<file path="src/rtl/u_add_rr_arbiter_pkg.sv">
// Shared definitions for the round-robin nibble-adder arbiter:
// default widths, requester-ID width helper and result-slot state encoding.
package u_add_rr_arbiter_pkg;

  localparam int W_DEFAULT     = 4;
  localparam int N_REQ_DEFAULT = 4;

  // Result slot states: EMPTY means o_res_valid=0, FULL means a result is held.
  localparam logic [0:0] ST_EMPTY = 1'b0;
  localparam logic [0:0] ST_FULL  = 1'b1;

  // Requester ID width; at least one bit so a 2-requester build still has an ID.
  function automatic int id_w(input int n);
    return (n <= 2) ? 1 : $clog2(n);
  endfunction

endpackage

</file>
<file path="src/rtl/u_add_rr_arbiter_if.sv">
// Request/result bus of the round-robin adder arbiter.
// master: requester/consumer side, slave: arbiter side.
// U_ADD_RR_ARBITER_OVF_EN adds the o_res_ovf carry-out signal.
interface u_add_rr_arbiter_if
  import u_add_rr_arbiter_pkg::*;
#(
  parameter int N_REQ = N_REQ_DEFAULT,
  parameter int W     = W_DEFAULT,
  parameter int ID_W  = id_w(N_REQ)
);

  logic [N_REQ-1:0]   i_req_valid;
  logic [N_REQ*W-1:0] i_req_A;
  logic [N_REQ*W-1:0] i_req_B;
  logic [N_REQ-1:0]   o_req_ready;
  logic               o_res_valid;
  logic [W-1:0]       o_res_Z;
  logic [ID_W-1:0]    o_res_id;
  logic               i_res_ready;
`ifdef U_ADD_RR_ARBITER_OVF_EN
  logic               o_res_ovf;
`endif

  modport master (
    output i_req_valid, i_req_A, i_req_B, i_res_ready,
    input  o_req_ready, o_res_valid, o_res_Z, o_res_id
`ifdef U_ADD_RR_ARBITER_OVF_EN
    , input o_res_ovf
`endif
  );

  modport slave (
    input  i_req_valid, i_req_A, i_req_B, i_res_ready,
    output o_req_ready, o_res_valid, o_res_Z, o_res_id
`ifdef U_ADD_RR_ARBITER_OVF_EN
    , output o_res_ovf
`endif
  );

endinterface

</file>
<file path="src/rtl/u_add_rr_arbiter_add.sv">
// Wrap-around adder: z = (a + b) mod 2^W, carry discarded.
module u_add_wo_carry #(
  parameter int W = 4
) (
  input  logic [W-1:0] a,
  input  logic [W-1:0] b,
  output logic [W-1:0] z
);

  // Sum truncated to W bits; overflow wraps silently.
  function automatic logic [W-1:0] wrap_add(input logic [W-1:0] x, input logic [W-1:0] y);
    return x + y;
  endfunction

  assign z = wrap_add(a, b);

endmodule

</file>
<file path="src/rtl/u_add_rr_arbiter_rr_pick.sv">
// Combinational round-robin pick: the first valid index at or after ptr
// (mod N_REQ) wins. Produces a one-hot grant, its index and a found flag.
module u_rr_pick #(
  parameter int N_REQ = 4,
  parameter int ID_W  = 2
) (
  input  logic [N_REQ-1:0] valid,
  input  logic [ID_W-1:0]  ptr,
  output logic [N_REQ-1:0] grant,
  output logic [ID_W-1:0]  idx,
  output logic             found
);

  logic [ID_W-1:0] k;

  // Scan N_REQ positions starting at ptr; the first valid one is granted.
  always_comb begin
    grant = '0;
    idx   = '0;
    found = 1'b0;
    k     = '0;
    for (int i = 0; i < N_REQ; i++) begin
      k = ID_W'((int'(ptr) + i) % N_REQ);
      if (!found && valid[k]) begin
        found    = 1'b1;
        grant[k] = 1'b1;
        idx      = k;
      end
    end
  end

endmodule

</file>
<file path="src/rtl/u_add_rr_arbiter.sv">
// Round-robin arbiter sharing one wrap-around adder between N_REQ requesters.
// One request accepted per cycle into a single result slot held under a
// downstream valid/ready handshake; ptr advances past each accepted winner.
// U_ADD_RR_ARBITER_OVF_EN adds o_res_ovf (carry out, registered with the sum).
module u_add_rr_arbiter
  import u_add_rr_arbiter_pkg::*;
#(
  parameter int N_REQ = N_REQ_DEFAULT,
  parameter int W     = W_DEFAULT,
  parameter int ID_W  = id_w(N_REQ)
) (
  input  logic              clk,
  input  logic              rst,
  u_add_rr_arbiter_if.slave bus
);

`ifdef U_ADD_RR_ARBITER_OVF_EN
  // Carry out of an unsigned W-bit add.
  function automatic logic carry_out(input logic [W-1:0] x, input logic [W-1:0] y);
    logic [W:0] s;
    s = {1'b0, x} + {1'b0, y};
    return s[W];
  endfunction
`endif

  logic [0:0]      state_p1;
  logic [ID_W-1:0] ptr_p1;
  logic [W-1:0]    res_z_p1;
  logic [ID_W-1:0] res_id_p1;
  logic            vld_p1;

  logic [N_REQ-1:0] grant;
  logic [ID_W-1:0]  win_idx;
  logic             win_found;
  logic             slot_free;
  logic             accept;
  logic [W-1:0]     a_sel;
  logic [W-1:0]     b_sel;
  logic [W-1:0]     sum;
  logic [ID_W-1:0]  ptr_next;

  u_rr_pick #(
    .N_REQ (N_REQ),
    .ID_W  (ID_W)
  ) u_pick (
    .valid (bus.i_req_valid),
    .ptr   (ptr_p1),
    .grant (grant),
    .idx   (win_idx),
    .found (win_found)
  );

  // Winner operand mux driven by the one-hot grant; non-granted operands unused.
  always_comb begin
    a_sel = '0;
    b_sel = '0;
    for (int k = 0; k < N_REQ; k++) begin
      if (grant[k]) begin
        a_sel = bus.i_req_A[k*W +: W];
        b_sel = bus.i_req_B[k*W +: W];
      end
    end
  end

  u_add_wo_carry #(
    .W (W)
  ) u_add (
    .a (a_sel),
    .b (b_sel),
    .z (sum)
  );

  // Slot can take a new result when empty or when the held one leaves this cycle.
  assign slot_free = (state_p1 == ST_EMPTY) || bus.i_res_ready;
  assign accept    = win_found && slot_free && !rst;
  assign ptr_next  = (win_idx == ID_W'(N_REQ - 1)) ? '0 : win_idx + 1'b1;

  assign bus.o_req_ready = (slot_free && !rst) ? grant : '0;

  // Slot state and round-robin pointer.
  always_ff @(posedge clk) begin
    if (rst) begin
      state_p1 <= ST_EMPTY;
      ptr_p1   <= '0;
    end else if (accept) begin
      state_p1 <= ST_FULL;
      ptr_p1   <= ptr_next;
    end else if (state_p1 == ST_FULL && bus.i_res_ready) begin
      state_p1 <= ST_EMPTY;
    end
  end

  // ---- stage p1: result register, loaded only on accept, held on stall ----
  always_ff @(posedge clk) begin
    if (rst) begin
      res_z_p1  <= '0;
      res_id_p1 <= '0;
    end else if (accept) begin
      res_z_p1  <= sum;
      res_id_p1 <= win_idx;
    end
  end

`ifdef U_ADD_RR_ARBITER_OVF_EN
  logic res_ovf_p1;

  // Carry out registered alongside the sum.
  always_ff @(posedge clk) begin
    if (rst) begin
      res_ovf_p1 <= 1'b0;
    end else if (accept) begin
      res_ovf_p1 <= carry_out(a_sel, b_sel);
    end
  end

  assign bus.o_res_ovf = res_ovf_p1;
`endif

  assign vld_p1          = (state_p1 == ST_FULL);
  assign bus.o_res_valid = vld_p1;
  assign bus.o_res_Z     = res_z_p1;
  assign bus.o_res_id    = res_id_p1;

endmodule

</file>
<file path="src/flat_wrapper.sv">
// flat-port wrapper written by rule: the top's interface ports become plain ports
module u_add_rr_arbiter_flat import u_add_rr_arbiter_pkg::*;
#(
  parameter int N_REQ = N_REQ_DEFAULT,
  parameter int W     = W_DEFAULT,
  parameter int ID_W  = id_w(N_REQ)
)
  (clk, rst, bus_i_req_valid, bus_i_req_A, bus_i_req_B, bus_i_res_ready, bus_o_req_ready, bus_o_res_valid, bus_o_res_Z, bus_o_res_id);
  u_add_rr_arbiter_if #(.N_REQ(N_REQ), .W(W), .ID_W(ID_W)) bus_i ();
  input  logic clk;
  input  logic rst;
  input wire logic [$bits(bus_i.i_req_valid)-1:0] bus_i_req_valid;
  input wire logic [$bits(bus_i.i_req_A)-1:0] bus_i_req_A;
  input wire logic [$bits(bus_i.i_req_B)-1:0] bus_i_req_B;
  input wire logic [$bits(bus_i.i_res_ready)-1:0] bus_i_res_ready;
  output wire logic [$bits(bus_i.o_req_ready)-1:0] bus_o_req_ready;
  output wire logic [$bits(bus_i.o_res_valid)-1:0] bus_o_res_valid;
  output wire logic [$bits(bus_i.o_res_Z)-1:0] bus_o_res_Z;
  output wire logic [$bits(bus_i.o_res_id)-1:0] bus_o_res_id;
  assign bus_i.i_req_valid = bus_i_req_valid;
  assign bus_i.i_req_A = bus_i_req_A;
  assign bus_i.i_req_B = bus_i_req_B;
  assign bus_i.i_res_ready = bus_i_res_ready;
  assign bus_o_req_ready = bus_i.o_req_ready;
  assign bus_o_res_valid = bus_i.o_res_valid;
  assign bus_o_res_Z = bus_i.o_res_Z;
  assign bus_o_res_id = bus_i.o_res_id;
  u_add_rr_arbiter #(.N_REQ(N_REQ), .W(W), .ID_W(ID_W)) u_core (.clk(clk), .rst(rst), .bus(bus_i));
endmodule
</file>
<file path="config.mk">
export PLATFORM = sky130hd
export DESIGN_NAME = u_add_rr_arbiter_flat
export DESIGN_NICKNAME = d
export VERILOG_FILES = /design/src/rtl/u_add_rr_arbiter_pkg.sv /design/src/rtl/u_add_rr_arbiter_if.sv /design/src/rtl/u_add_rr_arbiter_add.sv /design/src/rtl/u_add_rr_arbiter_rr_pick.sv /design/src/rtl/u_add_rr_arbiter.sv /design/src/flat_wrapper.sv
export SDC_FILE = /design/constraint.sdc
export NUM_CORES = 1
export LEC_CHECK = 0
export CAP_MARGIN = 20
export CORE_AREA = 2 2 68 50
export DETAILED_ROUTE_END_ITERATION = 6
export DIE_AREA = 0 0 70 52
export HOLD_SLACK_MARGIN = 0.05
export PLACE_DENSITY_LB_ADDON = 0.3
export SLEW_MARGIN = 30
export SYNTH_ARGS = -nofsm -noshare
export SYNTH_HDL_FRONTEND = slang
export SYNTH_SLANG_ARGS = --single-unit
</file>
<file path="constraint.sdc">
create_clock -name clk -period 9.7 [get_ports clk]
set_input_delay 2.425 -clock clk [delete_from_list [all_inputs] [get_ports clk]]
set_output_delay 2.425 -clock clk [all_outputs]
set_load 0.005 [all_outputs]
</file>
After elaboration in Yosys (flattened, before gate mapping)
Index checks and enable logic that the tools add are counted.

word-level totals
  input bits = 39
  output and inout bits = 11
  bits in registers = 9
  word-level logic and storage cells = 79

operators by class
  add/subtract/negate cells = 5
  equal/unequal tests = 1
  muxes and demuxes = 40
  $lt $le $gt $ge = 8
  bitwise operators = 4
  reductions and logical operators = 17

operator list
  operator                                              count
  two-way mux 4 bit                                     13
  two-way mux 1 bit                                     14
  < comparator 2 x 3 -> 1 bit (second input constant)   4
  OR 4 bit                                              3
  logical AND 1 bit                                     11
  two-way mux 2 bit                                     5
  binary-select mux 1 bit (select 2 bit)                4
  demux 1 bit (select 2 bit)                            4
  >= comparator 2 x 1 -> 1 bit (second input constant)  4
  adder 2 x 1 -> 2 bit (second input constant)          2
  adder 2 bit (second input constant)                   2
  adder 4 bit                                           1
  zero test 1 bit                                       4
  equality test 2 bit (second input constant)           1
  nonzero test 2 bit                                    1
  logical OR 1 bit                                      1
  inverter 1 bit                                        1

Depth between registers and ports, before layout
  word-level depth = 17
  mapped depth = 19
  depth with buffers taken out = 15

Hierarchy
From an unflattened synthesis, not the netlist that was laid out.

second synthesis, totals
  cell total of the unflattened synthesis = 125
  area, all modules = 1,153.6 um^2

modules (own cells, without submodules)
  module            area an instance (um^2)  instances  seq. area each (um^2)  cells each
  u_add_rr_arbiter  634.4                    1          180.2                  71
  u_rr_pick         419.2                    1          0.0                    45
  u_add_wo_carry    100.1                    1          0.0                    9

Least setup slack after synthesis
Ideal clock, no wire load.

  path kind = input to output
  start = in bus_i_req_valid[2]
  end = out bus_o_req_ready[3]
  arrival = 4,224 ps
  data required time = 7,275 ps
  buffers on the path = 2
  stages on the path = 7
  slack = 3,051 ps
  path through = buf_2 -> mux4_2 -> or2_4 -> nor2_4 -> o2bb2ai_1 -> buf_2 -> nor2b_1

between the ends
  longest elaborated chain between the ends = 13
  elaborated cells on any way between the ends = 25
  classes of those cells = 16 x mux; 3 x bitwise; 6 x reduce/logical

RTL lines
  item                                     line                            RTL
  start: declaration                       flat_wrapper.sv:12              input wire logic [$bits(bus_i.i_req_valid)-1:0] bus_i_req_valid;
  binary-select mux 1 bit (select 2 bit)   u_add_rr_arbiter_rr_pick.sv:24  if (!found && valid[k]) begin
  two-way mux 1 bit (not written as such)  u_add_rr_arbiter_rr_pick.sv:24
  two-way mux 1 bit                        u_add_rr_arbiter_rr_pick.sv:24
  zero test 1 bit                          u_add_rr_arbiter_rr_pick.sv:24
  logical AND 1 bit                        u_add_rr_arbiter_rr_pick.sv:24
  two-way mux 1 bit                        u_add_rr_arbiter_rr_pick.sv:24
  zero test 1 bit                          u_add_rr_arbiter_rr_pick.sv:24
  logical AND 1 bit                        u_add_rr_arbiter_rr_pick.sv:24
  two-way mux 1 bit                        u_add_rr_arbiter_rr_pick.sv:24
  zero test 1 bit                          u_add_rr_arbiter_rr_pick.sv:24
  logical AND 1 bit                        u_add_rr_arbiter_rr_pick.sv:24
  two-way mux 4 bit *                      u_add_rr_arbiter_rr_pick.sv:24
  two-way mux 4 bit *                      u_add_rr_arbiter.sv:78          assign bus.o_req_ready = (slot_free && !rst) ? grant : '0;
  end: declaration                         flat_wrapper.sv:16              output wire logic [$bits(bus_i.o_req_ready)-1:0] bus_o_req_ready;

Mark *: on every way between the ends. The rest lies on a longest branch, timed or not. The select of a mux whose other input is x is not followed.

Worst setup path in the final report
  start = in bus_i_req_valid[3]
  end = out bus_o_req_ready[2]

Same word-level chain as after synthesis.

==> results.yml <==
synth:
  synth_warnings: 0
  seq_area_frac_synth_pct: 14.0
  netlist_instances: 164
  async_reset_ff_share_pct: 0
  synth_cell_type_count: 49
  synth_seq_cells: 9
  synth_ff_type: "dfxtp_1"
  synth_fp_nets: 213
  synth_top_area_share_pct: 14.0
  syn_area_um2: 1290
  synth_edf_count: 0
  yosys.area.top_type: "dfxtp_1"
  synth_area_leaders: "dfxtp_1 14%, ha_1 8.7%, mux4_2 7.0%"
  syn-mean-instance-area_um2: 7.87
clock_network:
  clkLatencyLatePin_ns: 0.23
  numCtsBuffers: 3
  holdBufCountCts: 0
  clock_sinks: 9
  clk_path_buf_depth: 2
  cts_tree: "yes"
  root_buffer: "clkbuf_8"
  cts_resized: 0
  htreeDepth: 1
  path_clk_slew_ns: 0.05
  post-cts-setup-buffer-count: 0
floorplan:
  dieArea_um2: 3640
  fp-row-count: 17
  initial_core_util_pct: 42.8
  core-area_um2: 3020
  die_x_um: 70
  ios: 50
  die_h_um: 52
worst_setup_path:
  crit_path_end_kind: "primary output"
  path_max_fanout: 12
  required_ns: 7.28
  worstSetupPathType: "input port to primary output"
  ff2ff_path_depth: 13
  cp.arrival_ns: 5.30
  slowest_stage: "a22oi_1"
  cpMostUsedCell: "clkdlybuf4s50_1"
  critPathLaunchType: "input port"
  worst_path_largest_cell_delay_ns: 0.65
  path_cells: "clkdlybuf4s50_1, mux4_2, nor2b_1, a221o_1, a22oi_1, nor2_1, clkdlybuf4s50_1"
pwr:
  p_per_area_nw_per_um2: 268
  peakVddDrop_mv: 0.135
  p_seq_share_pct: 14.2
  p_sw_uw: 229
  clock_power_share_pct: 9.0
  combPwrFrac_pct: 76.8
  switching_share_pct: 46.8
  internal-power_uw: 260
  finalPower_uw: 489
  leakagePower_nw: 0.668
finish:
  antenna_cells: 0
  final_cell_mix: "49 x clkdlybuf4s50_1, 20 x nand2_1, 16 x nor2_1"
  drive_above_1_share_pct: 8.74
  fillers: 271
  fin_nets: 256
  layout_commonest_cell: "clkdlybuf4s50_1"
  syn_to_final_growth_pct: 41.0
run:
  max_cap_viol_count: 0
placement:
  dp_hpwl_um: 2780
  portBuffers: 49
  routabilityCongestion: 0.883
timing:
  slew_violations: 0
  setup_viol: 0
  hold_violations: 0
  period_share_pct: 79.7
  rsz0062_at_grt: "no"
  relSlewSlack_pct: 43.7
  tightest_slew_ns: 0.844
  period_needed_ns: 7.73
  fin_skew_ns: 0.00246
  timing.fmax_ghz: 0.129
  setup_tns_ns: 0
global_route:
  grt_max_degree: 22
  grt_overflow_total: 0
  grt_pass1_vias: 1144
  grtUsageTotal_pct: 18.6
  antenna_found_initial: 0
  grt_pass1_wl_um: 5410
routing:
  first_pass_iters: 4
  drc: 0
  vias_per_cell: 5.54
  wl_um: 3440
  vias: 1352
  drt_iter0_markers: 45
  wl_per_cell_um: 14.1
  antenna_left: 0
worst_hold_path:
  hold-path-cell-count: 2
  hp-class: "flop to flop"
outcome:
  status: "complete, no violations"
==> power by group through the flow <==
stage                     combinational (mW)  clock, mW  sequential (mW)
after floorplan                        0.288          0           0.0590
after global placement                 0.365          0           0.0689
after detailed placement               0.373          0           0.0699
after CTS                              0.375     0.0452           0.0694
after global routing                   0.417     0.0472           0.0727
final                                  0.375     0.0439           0.0693
==> area by class of cell <==
type,count,area [um2],share of cell area (%)
clock buffer,3,41.3,2.27
clock inverter,1,5.00,0.275
inverter,5,18.8,1.03
multi-input combinational,138,1030,56.6
sequential,9,180,9.90
tap,38,47.5,2.61
timing repair buffer,50,498,27.4
==> logic make-up (layout without fill, tap and decap cells) <==
kind of cell    count (synthesis)  after routing  share of synthesized area [%]
flops                           9              9                           14.0
buf+inv                        17             59                           6.30
fa+ha+maj                      10             10                           10.3
compound gates                 44             44                           25.0
mux                            13             13                           14.2
xor+xnor                        6              6                           4.07
simple gates                   65             65                           26.2
==> through the flow <==
stage | hold WS (ns) | instances | setup slack [ns] | instance area (um2) | utilization [%]
final | 0.454 | 244 | 1.97 | 1820 | 60.3
after global routing | 0.472 | 244 | 1.77 | 1820 | 60.3
after global placement | 0.444 | 240 | 2.06 | 1770 | 58.7
after floorplan | 0.453 | 164 | 3.05 | 1290 | -
after detailed placement | 0.451 | 240 | 1.99 | 1770 | 58.7
after CTS | 0.458 | 244 | 1.97 | 1820 | 60.3
==> cells in the mapped netlist (all sizes together) (3+ instances only) <==
cell type   n
nand2      20
nor2       17
buf        10
dfxtp       9
ha          9
a21oi       7
nand2b      7
a221oi      6
mux2i       6
inv         5
o211ai      5
o31ai       5
a31oi       4
mux4        4
nand3b      4
nor2b       4
o21ai       4
or2         4
a211oi      3
mux2        3
or3b        3
xnor2       3
xor2        3
==> metal layers <==
layer | track usage [%] | routed length (um) | share of wire (%)
met4 | 5.77 | 38 | 1.1
met1 | 26.3 | 1670 | 49
met5 | 0 | 0 | 0
met2 | 30.0 | 1570 | 46
met3 | 1.94 | 163 | 4.7
==> worst max-delay path: cells and delay by family <==
family	cells	cell delay [ns]
buf+inv	2	1.06
simple gates	2	0.29
mux	1	0.59
compound gates	2	0.94
==> path summary, 6_finish.rpt <==
path / from / endpoint / slack [ns]
max: bus_i_req_valid[3] / bus_o_req_ready[2] / 1.97
min: u_core.bus.o_res_id[1] / u_core.bus.o_res_id[1] / 0.45
max reg2reg: flop / u_core.bus.o_res_Z[3] / 4.81
min reg2reg: u_core.bus.o_res_id[1] / u_core.bus.o_res_id[1] / 0.45
No activity file was read; power rests on OpenSTA's default activity.
